`src/rtl/ecc_collect_pkg.sv`:
```
// Shared types and defaults for the ECC result collector.
// Holds log FSM states, error classes and the word classifier.
package ecc_collect_pkg;

  localparam int DATA_W    = 16;
  localparam int DEF_DEPTH = 4;
  localparam int DEF_TAG_W = 8;
  localparam int DEF_CNT_W = 16;

  typedef enum logic [1:0] {
    LOG_IDLE,
    LOG_HELD,
    LOG_OVERRUN
  } log_state_t;

  typedef enum logic [1:0] {
    ERR_NONE,
    ERR_SEC,
    ERR_DED
  } err_class_t;

  // DED dominates: a word flagged both ways is uncorrectable.
  function automatic err_class_t classify(
    input logic sec,
    input logic ded
  );
    if (ded)      return ERR_DED;
    else if (sec) return ERR_SEC;
    else          return ERR_NONE;
  endfunction

endpackage

```
`src/rtl/ecc_sync_fifo.sv`:
```
// Synchronous FIFO with valid/ready on both sides, no bypass.
// Ports: i_clk, i_rst, i_valid/o_ready/i_data in, o_valid/i_ready/o_data out.
module ecc_sync_fifo #(
  parameter int WIDTH = 8,
  parameter int DEPTH = 4
) (
  input  logic             i_clk,
  input  logic             i_rst,
  input  logic             i_valid,
  output logic             o_ready,
  input  logic [WIDTH-1:0] i_data,
  output logic             o_valid,
  input  logic             i_ready,
  output logic [WIDTH-1:0] o_data
);

  localparam int AW = $clog2(DEPTH);
  localparam int CW = AW + 1;

  logic [WIDTH-1:0] r_mem [DEPTH];
  logic [AW-1:0]    r_wr_ptr;
  logic [AW-1:0]    r_rd_ptr;
  logic [CW-1:0]    r_count;

  logic w_full;
  logic w_empty;
  logic w_push;
  logic w_pop;

  assign w_full  = (r_count == CW'(DEPTH));
  assign w_empty = (r_count == '0);
  assign o_ready = !w_full;
  assign o_valid = !w_empty;
  assign o_data  = r_mem[r_rd_ptr];
  assign w_push  = i_valid & !w_full;
  assign w_pop   = i_ready & !w_empty;

  always_ff @(posedge i_clk) begin
    if (i_rst) begin
      for (int i = 0; i < DEPTH; i++) r_mem[i] <= '0;
      r_wr_ptr <= '0;
      r_rd_ptr <= '0;
      r_count  <= '0;
    end else begin
      if (w_push) begin
        r_mem[r_wr_ptr] <= i_data;
        r_wr_ptr        <= r_wr_ptr + AW'(1);
      end
      if (w_pop) r_rd_ptr <= r_rd_ptr + AW'(1);
      case ({w_push, w_pop})
        2'b10:   r_count <= r_count + CW'(1);
        2'b01:   r_count <= r_count - CW'(1);
        default: r_count <= r_count;
      endcase
    end
  end

endmodule

```
`src/rtl/ecc_result_collector.sv`:
```
// Buffers corrected ECC words, counts SEC/DED, logs the first error.
// Ports: in_* upstream, out_* consumer, *_count, log_*, irq_en/irq.
module ecc_result_collector
  import ecc_collect_pkg::*;
#(
  parameter int DEPTH = DEF_DEPTH,
  parameter int TAG_W = DEF_TAG_W,
  parameter int CNT_W = DEF_CNT_W
) (
  input  logic              clk,
  input  logic              rst,
  input  logic              in_valid,
  output logic              in_ready,
  input  logic [DATA_W-1:0] in_data,
  input  logic [TAG_W-1:0]  in_tag,
  input  logic              in_sec,
  input  logic              in_ded,
  output logic              out_valid,
  input  logic              out_ready,
  output logic [DATA_W-1:0] out_data,
  output logic [TAG_W-1:0]  out_tag,
  output logic              out_poison,
  output logic [CNT_W-1:0]  sec_count,
  output logic [CNT_W-1:0]  ded_count,
  output logic              log_valid,
  output logic              log_ded,
  output logic [TAG_W-1:0]  log_tag,
  output logic              log_overrun,
  input  logic              log_clr,
  input  logic              irq_en,
  output logic              irq
);

  localparam int FW = DATA_W + TAG_W + 1;
  localparam logic [CNT_W-1:0] ONE = CNT_W'(1);

  logic [FW-1:0] w_wr_word;
  logic [FW-1:0] w_rd_word;
  logic          w_push;
  err_class_t    w_class;
  logic          w_err;
  logic          w_is_ded;

  log_state_t       r_state;
  logic [TAG_W-1:0] r_log_tag;
  logic             r_log_ded;
  logic [CNT_W-1:0] r_sec_cnt;
  logic [CNT_W-1:0] r_ded_cnt;
  logic             r_irq;

  assign w_wr_word = {in_data, in_tag, in_ded};
  assign w_push    = in_valid & in_ready;
  assign w_class   = classify(in_sec, in_ded);
  assign w_is_ded  = (w_class == ERR_DED);
  assign w_err     = w_push & (w_class != ERR_NONE);

  ecc_sync_fifo #(
    .WIDTH (FW),
    .DEPTH (DEPTH)
  ) u_fifo (
    .i_clk   (clk),
    .i_rst   (rst),
    .i_valid (in_valid),
    .o_ready (in_ready),
    .i_data  (w_wr_word),
    .o_valid (out_valid),
    .i_ready (out_ready),
    .o_data  (w_rd_word)
  );

  assign out_data   = w_rd_word[FW-1 -: DATA_W];
  assign out_tag    = w_rd_word[TAG_W:1];
  assign out_poison = w_rd_word[0];

  always_ff @(posedge clk) begin
    if (rst) begin
      r_sec_cnt <= '0;
      r_ded_cnt <= '0;
    end else if (w_push) begin
      if (w_class == ERR_DED && r_ded_cnt != '1)
        r_ded_cnt <= r_ded_cnt + ONE;
      if (w_class == ERR_SEC && r_sec_cnt != '1)
        r_sec_cnt <= r_sec_cnt + ONE;
    end
  end

  // A clear coinciding with an error restarts the log on that error.
  always_ff @(posedge clk) begin
    if (rst) begin
      r_state   <= LOG_IDLE;
      r_log_tag <= '0;
      r_log_ded <= 1'b0;
    end else if (log_clr) begin
      r_state <= w_err ? LOG_HELD : LOG_IDLE;
      if (w_err) begin
        r_log_tag <= in_tag;
        r_log_ded <= w_is_ded;
      end
    end else begin
      case (r_state)
        LOG_IDLE: begin
          if (w_err) begin
            r_state   <= LOG_HELD;
            r_log_tag <= in_tag;
            r_log_ded <= w_is_ded;
          end
        end
        LOG_HELD: begin
          if (w_err) r_state <= LOG_OVERRUN;
        end
        LOG_OVERRUN: r_state <= LOG_OVERRUN;
        default:     r_state <= LOG_IDLE;
      endcase
    end
  end

  // Built from the registered log, so it trails log_valid by a cycle.
  always_ff @(posedge clk) begin
    if (rst) r_irq <= 1'b0;
    else     r_irq <= log_valid & r_log_ded & irq_en;
  end

  assign log_valid   = (r_state != LOG_IDLE);
  assign log_overrun = (r_state == LOG_OVERRUN);
  assign log_tag     = r_log_tag;
  assign log_ded     = r_log_ded;
  assign sec_count   = r_sec_cnt;
  assign ded_count   = r_ded_cnt;
  assign irq         = r_irq;

endmodule

```
`config.mk`:
```
export PLATFORM = sky130hd
export DESIGN_NAME = ecc_result_collector
export DESIGN_NICKNAME = d
export VERILOG_FILES = /design/src/rtl/ecc_collect_pkg.sv /design/src/rtl/ecc_sync_fifo.sv /design/src/rtl/ecc_result_collector.sv
export SDC_FILE = /design/constraint.sdc
export NUM_CORES = 1
export LEC_CHECK = 0
export CORE_ASPECT_RATIO = 0.6
export CORE_MARGIN = 4
export CORE_UTILIZATION = 49
export DETAILED_ROUTE_END_ITERATION = 16
export PLACE_DENSITY = 0.76
export SLEW_MARGIN = 10
export SYNTH_ARGS = -nofsm -noshare
export SYNTH_HDL_FRONTEND = slang
export SYNTH_SLANG_ARGS = --single-unit
```
`constraint.sdc`:
```
create_clock -name clk -period 2.3 [get_ports clk]
set_input_delay 0.23 -clock clk [delete_from_list [all_inputs] [get_ports clk]]
set_output_delay 0.23 -clock clk [all_outputs]
set_load 0.1 [all_outputs]
```
**After elaboration in Yosys (flattened, before gate mapping)**

Memories as Yosys holds them, arrays and structs flattened. A register that Yosys moved wholly into a read port is not among the register bits.
Index checks and enable logic that the tools add are counted.
Widths: inputs -> output; s select.

- Add/subtract/negate cells: 6
- Eq/ne operators: 11
- Mux-type cells: 24
- Bitwise gates (word level): 5
- Reduce and logical (&&, ||, !) cells: 14

Operator list:

| operator | count |
|---|---|
| $add 16x1->16 const B | 2 |
| $ne 16x16->1 const B | 2 |
| $mux 25 | 1 |
| $reduce_or 25->1 | 1 |
| $mux 8 | 3 |
| $mux 2 | 7 |
| $mux 1 | 11 |
| $reduce_bool 2->1 | 4 |
| $eq 2x1->1 const B | 3 |
| $eq 2x2->1 const B | 3 |
| $ne 3x3->1 const B | 2 |
| $pmux 2 s3 | 1 |
| $pmux 3 s2 | 1 |
| $reduce_and 2->1 | 3 |
| $and 1x1->1 | 5 |
| $add 2x1->2 const B | 2 |
| $add 3x1->3 const B | 1 |
| $eq 3x3->1 const B | 1 |
| $logic_not 3->1 | 1 |
| $sub 3x1->3 const B | 1 |
| $logic_and 1x1->1 | 2 |
| $logic_not 1->1 | 2 |
| $logic_not 2->1 | 1 |

- Register bits: 51
- Bits in writable memories: 100
- Input bits: 32
- Output and inout port bits: 71
- Logic and storage cells: 70
- Memories kept: 1

Memory list:

| memory | words | bits a word | rd ports | clocked after memory_dff | write ports | RTL line | RTL |
|---|---|---|---|---|---|---|---|
| u_fifo.r_mem | 4 | 25 | 1 | 1 | 4 | ecc_sync_fifo.sv:20 | `logic [WIDTH-1:0] r_mem [DEPTH];` |

**Longest topological paths before layout**

Gate-level depths: netlist of the first run.

- Word-level depth: 8
- Gate-level depth with buffers: 9
- Mapped depth without buffers: 8

**Cells and area by module**

A second synthesis of the first run with hierarchy kept.

- Cell total of the unflattened synthesis: 523
- Area, all modules: 6884.1 µm²

Modules (own cells, without submodules):

| module | instances | cells an instance | area an instance (µm²) | seq. area each (µm²) |
|---|---|---|---|---|
| ecc_sync_fifo | 1 | 292 | 4794.6 | 3183.1 |
| ecc_result_collector | 1 | 231 | 2089.5 | 880.8 |

**Least setup slack after synthesis of the first run**

Ideal clock, no wire load.

- Path type: reg2reg
- From: reg r_ded_cnt[0] (netlist: ded_count[0])
- To: reg r_ded_cnt[1] (netlist: ded_count[1])
- Arrival: 2.446 ns
- Required time: 2.229 ns
- Setup slack: -0.217 ns
- Cell stages (with the launch flop): 7
- Path buffers: 1
- Period minus slack after synthesis: 2.517 ns
- Path through: dfxtp_1 ha_1 nand4_1 nor4_4 buf_2 o21ai_0 a21oi_1

- Cells in the longest elaborated chain, start to end: 3
- Elaborated cells between the ends (all ways): 4
- Classes of those cells: add/sub (1); eq/ne (1); reduce/logical (2)

RTL lines:

| element | RTL line | RTL |
|---|---|---|
| from (decl) | ecc_result_collector.sv:48 | `logic [CNT_W-1:0] r_ded_cnt;` |
| from (signal assigned) | ecc_result_collector.sv:81 | `r_ded_cnt <= r_ded_cnt + ONE;` |
| parallel branches: the longest is 3 deep, another holds $add 16x1->16 | n/a |  |

Several ways; the timed one is not identified.
A chain may end at the register's enable or synchronous reset.

==> results.txt, run 1 <==
The H-tree generated during clock tree synthesis spans 4 levels. Counting buffers and inverters, the worst setup path is 3 cells deep. For the pin with the worst max-slew slack, the measured transition is 0.675 ns.

The area fraction in and, or, nand and nor cells after synthesis came out at 0.199. In this design, the stage delay of the slowest critical-path cell is 0.57 ns. Setup repair after global routing left no endpoint under its margin.

The xor and xnor area share after synthesis is 0.00751. The detailed-route DRC error count came out at 0. Of the synthesized area, sequential elements account for 0.581.

The number of DRC markers after the initial detailed-route iteration came out at 257. The gate count after technology mapping came out at 548. Static timing analysis puts the maximum clock frequency at 451 MHz. The hold slack is 0.267 ns. The all-layer global routing usage is 0.203. In the final layout, the share of cells above drive strength 1 is 0.290. The post-route minimum period is 2.22 ns.

The detailed router placed 4865 vias in this run. Summed over all nets, the switching power comes to 0.00377 W. The number of endpoints failing setup at the final stage came out at 0. The first global-routing pass estimated 25800 um of wire. The required time at the endpoint of the critical path is 2.07 ns.

Of the available clock period, the critical path in the final layout requires 0.965. The detailed-route wire length came out at 16100 um. The fraction of the mapped netlist area in compound gates is 0.0572.

The number of placement rows came out at 33. For this configuration, the core starts out at a cell density of 0.506. The maximum fanout along the worst path came out at 8.

The total number of yosys warnings came out at 0. Measured along the x axis, the die boundary spans 162 um. Summing every instance area after synthesis gives 7000 um2.

The class of the tightest hold or removal check is input port to flip-flop. Summing all multi-input logic gate instances after layout gives 2750 um2. The adder-cell share of the synthesized area is 0.0136.

The path depth of the worst reg2reg path came out at 8. Entering global routing, the biggest net connects 49 pins. The global route total overflow came out at 0. Cell internal power was estimated by the tool at 0.00608 W. Setup total negative slack on the finished layout was measured at 0 ns. Across all register-to-register paths, the minimum setup slack is 0.14 ns. The average cell area after synthesis is 12.8 um2. The worst setup path is of the flip-flop to output pin kind. The hold violation count in the final report is 0. The number of antenna violations at the first check in global routing came to 0.

The maximum number of buffers from clock root to sink came out at 2. Along the worst hold path, the cell count comes to 2. The signal on the critical path passes through buf_4, mux4_2, buf_12.

The number of pins exceeding their max-slew limit in the final report is 0. STA classifies the critical path startpoint as a flip-flop. The standby leakage power is 3.55 nW. The total nets after synthesis came out at 587. TritonCTS built the clock tree. The number of vias per cell after detailed routing came out at 5.66. Of the total power, combinational logic draws 0.385. The latest clock arrival within the worst-skew pair is 0.41 ns. The largest vdd supply drop came out at 0.667 mV. The clock net sink count came out at 153. The number of port buffers came out at 102. The switching part of the total came out at 0.383. Buffers inserted during clock tree synthesis total 17. The arrival time of data at the critical path endpoint came out at 1.99 ns. The remaining number of nets flagged by the antenna check after routing came out at 0. The relative slew slack is 0.550. The worst setup path is captured at an output pin.

Among cell families on the critical path, the largest total delay comes from multiplexers. In this run the clock root is driven by a sky130_fd_sc_hd__clkbuf_16. The detailed-placement wirelength estimate came out at 10600 um.

0 antenna diodes ended up in the layout. The via count of the first global-routing pass came to 4957. The async set-reset flop share out of synthesis is 0.

The boundary pin count came out at 103. The share of total power in the clock network is 0.273. Clock-pin slew was measured on the worst setup and hold paths at 0.06 ns.

The post-synthesis sequential element count came out at 153. The power share of the sequential group is 0.342. The congestion estimate from routability-driven global placement came to 0.844. The die extent in y came out at 101 um. The portion of netlist area occupied by mux cells is 0.112. The combined flip-flop and latch cell area is 4090 um2. The most used flip-flop cell after synthesis is sky130_fd_sc_hd__edfxtp_1.

The number of enable flip-flop cells after synthesis came out at 100. From synthesis to final layout, the design area changed by 29.4%. The net count reported at finish came out at 694.

The number of search-and-repair iterations in the first detailed-routing pass came out at 4. The number of max-capacitance violations reported is 0. The area of the die came out at 16300 um2. The worst setup skew after layout is 0.0107 ns.

By area, the combinational part of the netlist is dominated by simple AND/OR/NAND/NOR gates. For this design, the slowest cell found on the critical path is sky130_fd_sc_hd__mux4_2. The per-cell routed wire length is 18.8 um. Together, buffers and inverters on the worst path number 2. The core region is 13800 um2. The number of library cell types mapped by synthesis came out at 50. The quantity of hold-fixing buffers added after cts is 0. The run finished with clean final reports.

Fill cells in the final layout number 1037. The total power divided by cell area is 1090 nW/um2.
worst paths after layout:
path	startpoint	endpoint
worst min register to register	r_state[1]	r_state[1]
worst max-delay path	flip-flop	out_tag[1]
worst min-delay path	rst	log_tag[2]
worst max register to register	u_fifo.r_count[0]	u_fifo.r_count[2]
through the flow:
stage	setup WS [ns]	util	instance area [um2]	power, W	cells
2_1_floorplan	0.00631	-	7020	0.00592	548
4_1_cts	0.0475	0.655	9050	0.00994	860
6_report	0.0816	0.655	9060	0.00986	860
3_3_place_gp	0.153	0.613	8480	0.00717	828
3_5_place_dp	0.0990	0.613	8480	0.00724	828
5_1_grt	0.0101	0.655	9060	0.0102	860
power by group through the flow:
| stage | Combinational [W] | Clock (W) | Sequential [W] |
|---|---|---|---|
| after floorplan | 0.00244 | 0 | 0.00348 |
| after global placement | 0.00377 | 0 | 0.00340 |
| after detailed placement | 0.00381 | 0 | 0.00342 |
| after CTS | 0.00383 | 0.00274 | 0.00337 |
| after global routing | 0.00394 | 0.00286 | 0.00340 |
| final | 0.00379 | 0.00269 | 0.00337 |
flip-flops by register name (all words and copies together) (netlist names), 2 cells and up, named ones only:
signal / flops
u_fifo.r_count: 3
ded_count: 16
u_fifo.r_mem: 100
u_fifo.r_rd_ptr: 2
log_tag: 8
r_state: 2
sec_count: 16
u_fifo.r_wr_ptr: 2
cells in the mapped netlist, types with 2 or more instances:
cell / count / area (um2)
sky130_fd_sc_hd__or3b_1: 3 / 26.3
sky130_fd_sc_hd__ha_1: 6 / 75.1
sky130_fd_sc_hd__o31ai_1: 17 / 128
sky130_fd_sc_hd__nor2_1: 32 / 120
sky130_fd_sc_hd__or3_1: 5 / 31.3
sky130_fd_sc_hd__nor4_2: 3 / 37.5
sky130_fd_sc_hd__xor2_1: 5 / 43.8
sky130_fd_sc_hd__or2_2: 3 / 18.8
sky130_fd_sc_hd__and4_1: 3 / 26.3
sky130_fd_sc_hd__nor2b_1: 13 / 81.3
sky130_fd_sc_hd__and3_1: 53 / 332
sky130_fd_sc_hd__and2_1: 53 / 332
sky130_fd_sc_hd__mux2i_1: 10 / 100
sky130_fd_sc_hd__nand3_1: 8 / 40.0
sky130_fd_sc_hd__dfxtp_1: 53 / 1060
sky130_fd_sc_hd__nand2_1: 13 / 48.8
sky130_fd_sc_hd__inv_1: 10 / 37.5
sky130_fd_sc_hd__a21oi_1: 27 / 135
sky130_fd_sc_hd__mux2_1: 2 / 22.5
sky130_fd_sc_hd__o21ai_0: 5 / 25.0
sky130_fd_sc_hd__buf_4: 2 / 15.0
sky130_fd_sc_hd__mux2_2: 9 / 101
sky130_fd_sc_hd__buf_6: 2 / 22.5
sky130_fd_sc_hd__nand4_1: 11 / 68.8
sky130_fd_sc_hd__nand2b_1: 2 / 12.5
sky130_fd_sc_hd__nor4_1: 3 / 18.8
sky130_fd_sc_hd__nand2_2: 2 / 12.5
sky130_fd_sc_hd__clkbuf_1: 26 / 97.6
sky130_fd_sc_hd__nor3_1: 2 / 10.0
sky130_fd_sc_hd__a211oi_1: 2 / 15.0
sky130_fd_sc_hd__edfxtp_1: 100 / 3000
sky130_fd_sc_hd__or4_1: 15 / 113
sky130_fd_sc_hd__buf_2: 7 / 35.0
sky130_fd_sc_hd__mux4_2: 25 / 563
kinds of logic after synthesis:
logic type      after synthesis
buf+inv                      47
simple gates                228
mux                          46
xor+xnor                      6
compound gates               61
flops                       153
fa+ha+maj                     7
placed cells by master, fill, tap and decap left out, drive strengths merged, types with 12 or more instances in the layout:
cell type,instances
and2,53
buf,95
inv,16
or4,15
nor2,32
clkdlybuf4s50,30
dfxtp,53
o31ai,17
nor2b,13
a21oi,27
nand2,15
and3,53
edfxtp,100
clkbuf,18
mux4,25
nand4,12
metal layers:
layer	vias up	track usage	part of all wire
li1	2283	-	-
met2	137	0.340	0.49
met4	0	0.0578	0.0099
met5	-	0	0
met3	14	0.0507	0.059
met1	2431	0.267	0.44
repair_timing:
| action | 4_1_cts | 5_1_grt |
|---|---|---|
| resized for setup | 0 | 2 |
| setup buffers | 0 | 0 |
| endpoints found under the hold margin | 0 | 0 |
| setup endpoints to repair | 0 | 1 |
layout make-up:
| class | count | share of cell area |
|---|---|---|
| multi-input combinational | 348 | 0.304 |
| tap | 192 | 0.0265 |
| timing repair buffer | 125 | 0.152 |
| clock buffer | 18 | 0.0474 |
| inverter | 10 | 0.00414 |
| clock inverter | 14 | 0.0155 |
| sequential | 153 | 0.451 |
Note: power is estimated with default switching activity, not from simulation.
==> run 2, diff against run 1 <==
- CTS_CLUSTER_DIAMETER: not set -> 150
==> results of run 2 <==
No change in the layout: final DEF, timing and power equal those of run 1.
==> run 3, diff against run 2 <==
- CORE_UTILIZATION: 49 -> 55
- PLACE_DENSITY: 0.76 -> 0.81
- clock period: 2.3 -> 2.8 ns (I/O delays scaled with it)
==> run 3 against run 2 <==
Against the previous run: clock skew decreased by 0.0023 ns; sequential cell count unchanged; global-route usage is 2.2 points higher; combinational power decreased by 18%; highest routed layer unchanged; final area decreased by 1.1%; core utilization increased by 7.6 points; critical path depth increased by 5; critical path type is now flip-flop to flip-flop; setup slack improved by 0.32 ns; cell count down 4.0%; sequential share of layout area is 0.27 points higher; critical endpoint is now u_fifo.r_count[2]; sequential power shrank 19%.
==> results.txt, run 3 (synthesis gave the netlist of run 1 again) <==
The number of antenna violations at the first check in global routing came out at 0 (unchanged). The timing-limited maximum frequency came out at 417 MHz. The cell with the largest stage delay on the worst path is sky130_fd_sc_hd__or3b_1 (was sky130_fd_sc_hd__mux4_2). The via count of the first global-routing pass is 4862 (was 4957).

The power after layout is 0.00820 W (was 0.00986 W). Commonest non-fill, non-tap cells in the layout: sky130_fd_sc_hd__edfxtp_1 (100), sky130_fd_sc_hd__buf_4 (59), sky130_fd_sc_hd__and2_1 (53), sky130_fd_sc_hd__and3_1 (53), sky130_fd_sc_hd__dfxtp_1 (52) (was sky130_fd_sc_hd__edfxtp_1 (100), sky130_fd_sc_hd__buf_4 (65), sky130_fd_sc_hd__and2_1 (53), sky130_fd_sc_hd__and3_1 (53), sky130_fd_sc_hd__dfxtp_1 (35)). The slew at the pin closest to its max-slew limit is 0.831 ns (was 0.675 ns). The family of cells with the greatest summed delay on the critical path is simple AND/OR/NAND/NOR gates (was multiplexers).

The clock tree from TritonCTS is yes (unchanged). The area of the die is 14700 um2 (was 16300 um2). The number of vias per cell after detailed routing is 5.85 (was 5.66). The root buffer selected by CTS is sky130_fd_sc_hd__clkbuf_16 (unchanged). Series of cell instances along the critical path: or3b_1, nand2_2, ha_1, inv_1, fa_1, xor2_1, or3_1, a21oi_1 (was buf_4, mux4_2, buf_12).

The most common cell after layout, fill and taps aside is sky130_fd_sc_hd__edfxtp_1 (unchanged). The quantity of hold-fixing buffers added after cts is 0 (unchanged). The effective utilization at floorplan came out at 0.571 (was 0.506). The die extent in y is 95.4 um (was 101 um). The all-layer global routing usage came to 0.225 (was 0.203).

The per-cell routed wire length came out at 19.5 um (was 18.8 um). The remaining number of nets flagged by the antenna check after routing is 0 (unchanged). The internal power came out at 0.00506 W (was 0.00608 W). The maximum number of pins on one net before global-route repair is 43 (was 49).

The detailed-placement wirelength estimate came to 10200 um (was 10600 um). Setup repair after global routing missed its margin: false (unchanged). The via count is 4834 (was 4865).

The fraction of final layout cells sized beyond drive strength 1 came to 0.258 (was 0.290). The clock net sink count is 153 (unchanged). The switching part of the total was 0.384 (was 0.383). The global route total overflow came to 0 (unchanged).

The latest clock arrival within the worst-skew pair is 0.42 ns (was 0.41 ns). The maximum fanout along the worst path came out at 5 (was 8). The boundary pin count is 103 (unchanged). The clock-pin transition on the worst setup and hold timing paths is 0.06 ns (about the same). The maximum number of buffers from clock root to sink was 2 (unchanged). The number of placement rows is 31 (was 33). The number of max-capacitance violations reported is 0 (unchanged). The relative slew slack came out at 0.442 (was 0.550). The number of endpoints failing setup at the final stage came out at 0 (unchanged).

The endpoint type of the worst setup path is a flip-flop (was output pin). The largest vdd supply drop is 0.583 mV (was 0.667 mV). The arrival time of data at the critical path endpoint came out at 2.73 ns (was 1.99 ns). The net count reported at finish is 686 (was 694). The number of DRC markers after the initial detailed-route iteration is 285 (was 257). The peak per-stage delay on the critical path came out at 0.42 ns (was 0.57 ns). The area added between synthesis and finish is 28.0% (was 29.4%). The worst setup skew after layout came out at 0.00842 ns (was 0.0107 ns). The register containing the most flip-flops in the final layout was u_fifo.r_mem (unchanged). The relative contribution of combinational cells to total power came to 0.377 (was 0.385). The total CTS buffers came out at 17 (unchanged). The number of search-and-repair iterations in the first detailed-routing pass came to 4 (unchanged).

The post-route minimum period is 2.40 ns. The power share of the sequential group is 0.334 (was 0.342). The placed standard-cell area was 8350 um2 (was 8480 um2). The number of H-tree levels came out at 4 (unchanged). The area of the core came out at 12300 um2 (was 13800 um2). The required time at the endpoint of the critical path is 3.13 ns (was 2.07 ns).

The final cell area excluding filler cells is 8960 um2 (was 9060 um2). Dividing the final minimum period by the clock period gives 0.856. The number of port buffers came out at 102 (unchanged). Status: finished clean (unchanged). The count of buffer and inverter cells on the critical path came out at 1 (was 2).

The startpoint-to-endpoint class of the critical path is flip-flop to flip-flop (was flip-flop to output pin). The number of pins exceeding their max-slew limit in the final report is 0 (unchanged). The hold violation count in the final report is 0 (unchanged). The total power divided by cell area came out at 916 nW/um2 (was 1090 nW/um2). The standby leakage power is 3.51 nW (was 3.55 nW). The detailed-route DRC error count was 0 (unchanged). The buffer count from post-CTS setup fixing is 0 (unchanged). The final setup TNS came out at 0 ns (unchanged).

The width of the die is 154 um (was 162 um). The final estimated routing congestion in global placement is 0.790 (was 0.844). The number of flip-flops under the largest register name is 100 (unchanged). The net switching power is 0.00315 W (was 0.00377 W).

The post-cts resize count came to 0 (unchanged). The class of the tightest hold or removal check is input port to flip-flop (unchanged). The share of total power in the clock network came to 0.288 (was 0.273). The global-route wire length before repair came to 25700 um (was 25800 um). The sort of element at the start of the critical path is a flip-flop (unchanged). The detailed-route wire length is 16100 um (about the same).
-- run 3: changes by cell type in the layout (fill, tap and decap cells not counted), moves of 2 or more --
cell,delta
sky130_fd_sc_hd__buf_12,-2
sky130_fd_sc_hd__buf_4,-6
sky130_fd_sc_hd__clkinv_4,+2
sky130_fd_sc_hd__clkinvlp_4,-2
sky130_fd_sc_hd__dfxtp_1,+17
sky130_fd_sc_hd__dfxtp_2,-17
sky130_fd_sc_hd__inv_8,+2
-- run 3: path summary, 6_finish.rpt --
check / slack (ns) / from / endpoint / cells after the start
worst min register to register: 0.48 / r_state[1] / r_state[1] / 2
worst min-delay path: 0.41 / rst / u_fifo.r_wr_ptr[0] / 2
worst max register to register: 0.40 / u_fifo.r_count[0] / u_fifo.r_count[2] / 8
worst max-delay path: 0.40 / u_fifo.r_count[0] / u_fifo.r_count[2] / 8
-- run 3: final cells by class --
cell class | count | area (um2)
Sequential cell | 153 | 4070
Multi-Input combinational cell | 348 | 2750
Fill cell | 825 | 3300
Antenna cell | 1 | 2.50
Inverter | 10 | 37.5
Clock buffer | 17 | 425
Timing Repair Buffer | 117 | 1290
Tap cell | 165 | 206
Clock inverter | 15 | 183
-- run 3: per-layer routing --
metal / share of wire / wire length [um] / up-vias / global-route usage
met5: 0 / 0 / - / 0
met3: 0.049 / 792 / 23 / 0.0404
met4: 0.015 / 235 / 0 / 0.0757
met1: 0.43 / 6850 / 2395 / 0.287
met2: 0.51 / 8230 / 140 / 0.397
li1: - / - / 2276 / -
-- run 3: power groups by stage --
stage / logic, W / registers, W / clock network (W)
after floorplan: 0.00201 / 0.00286 / 0
after detailed placement: 0.00311 / 0.00279 / 0
after global placement: 0.00306 / 0.00276 / 0
after global routing: 0.00322 / 0.00276 / 0.00247
after CTS: 0.00312 / 0.00274 / 0.00239
final: 0.00310 / 0.00274 / 0.00237
-- run 3: per-stage QoR --
step                       util  setup WS (ns)  instances  hold slack (ns)
after floorplan               -          0.283        548            0.427
after global placement    0.681          0.438        793            0.458
after detailed placement  0.681          0.363        793            0.469
after CTS                 0.731          0.428        825            0.398
after global routing      0.731          0.287        825            0.436
final                     0.731          0.403        826            0.409
-- run 3: worst reg2reg max path, delay by kind of cell, from the launching register on --
family	cells	cell delay, ns
XOR/XNOR	1	0.17
buffers and inverters	1	0.07
AND/OR/NAND/NOR	3	0.91
flip-flops	1	0.35
AO/OA/AOI/OAI	1	0.20
adder cells (fa/ha/maj)	2	0.61
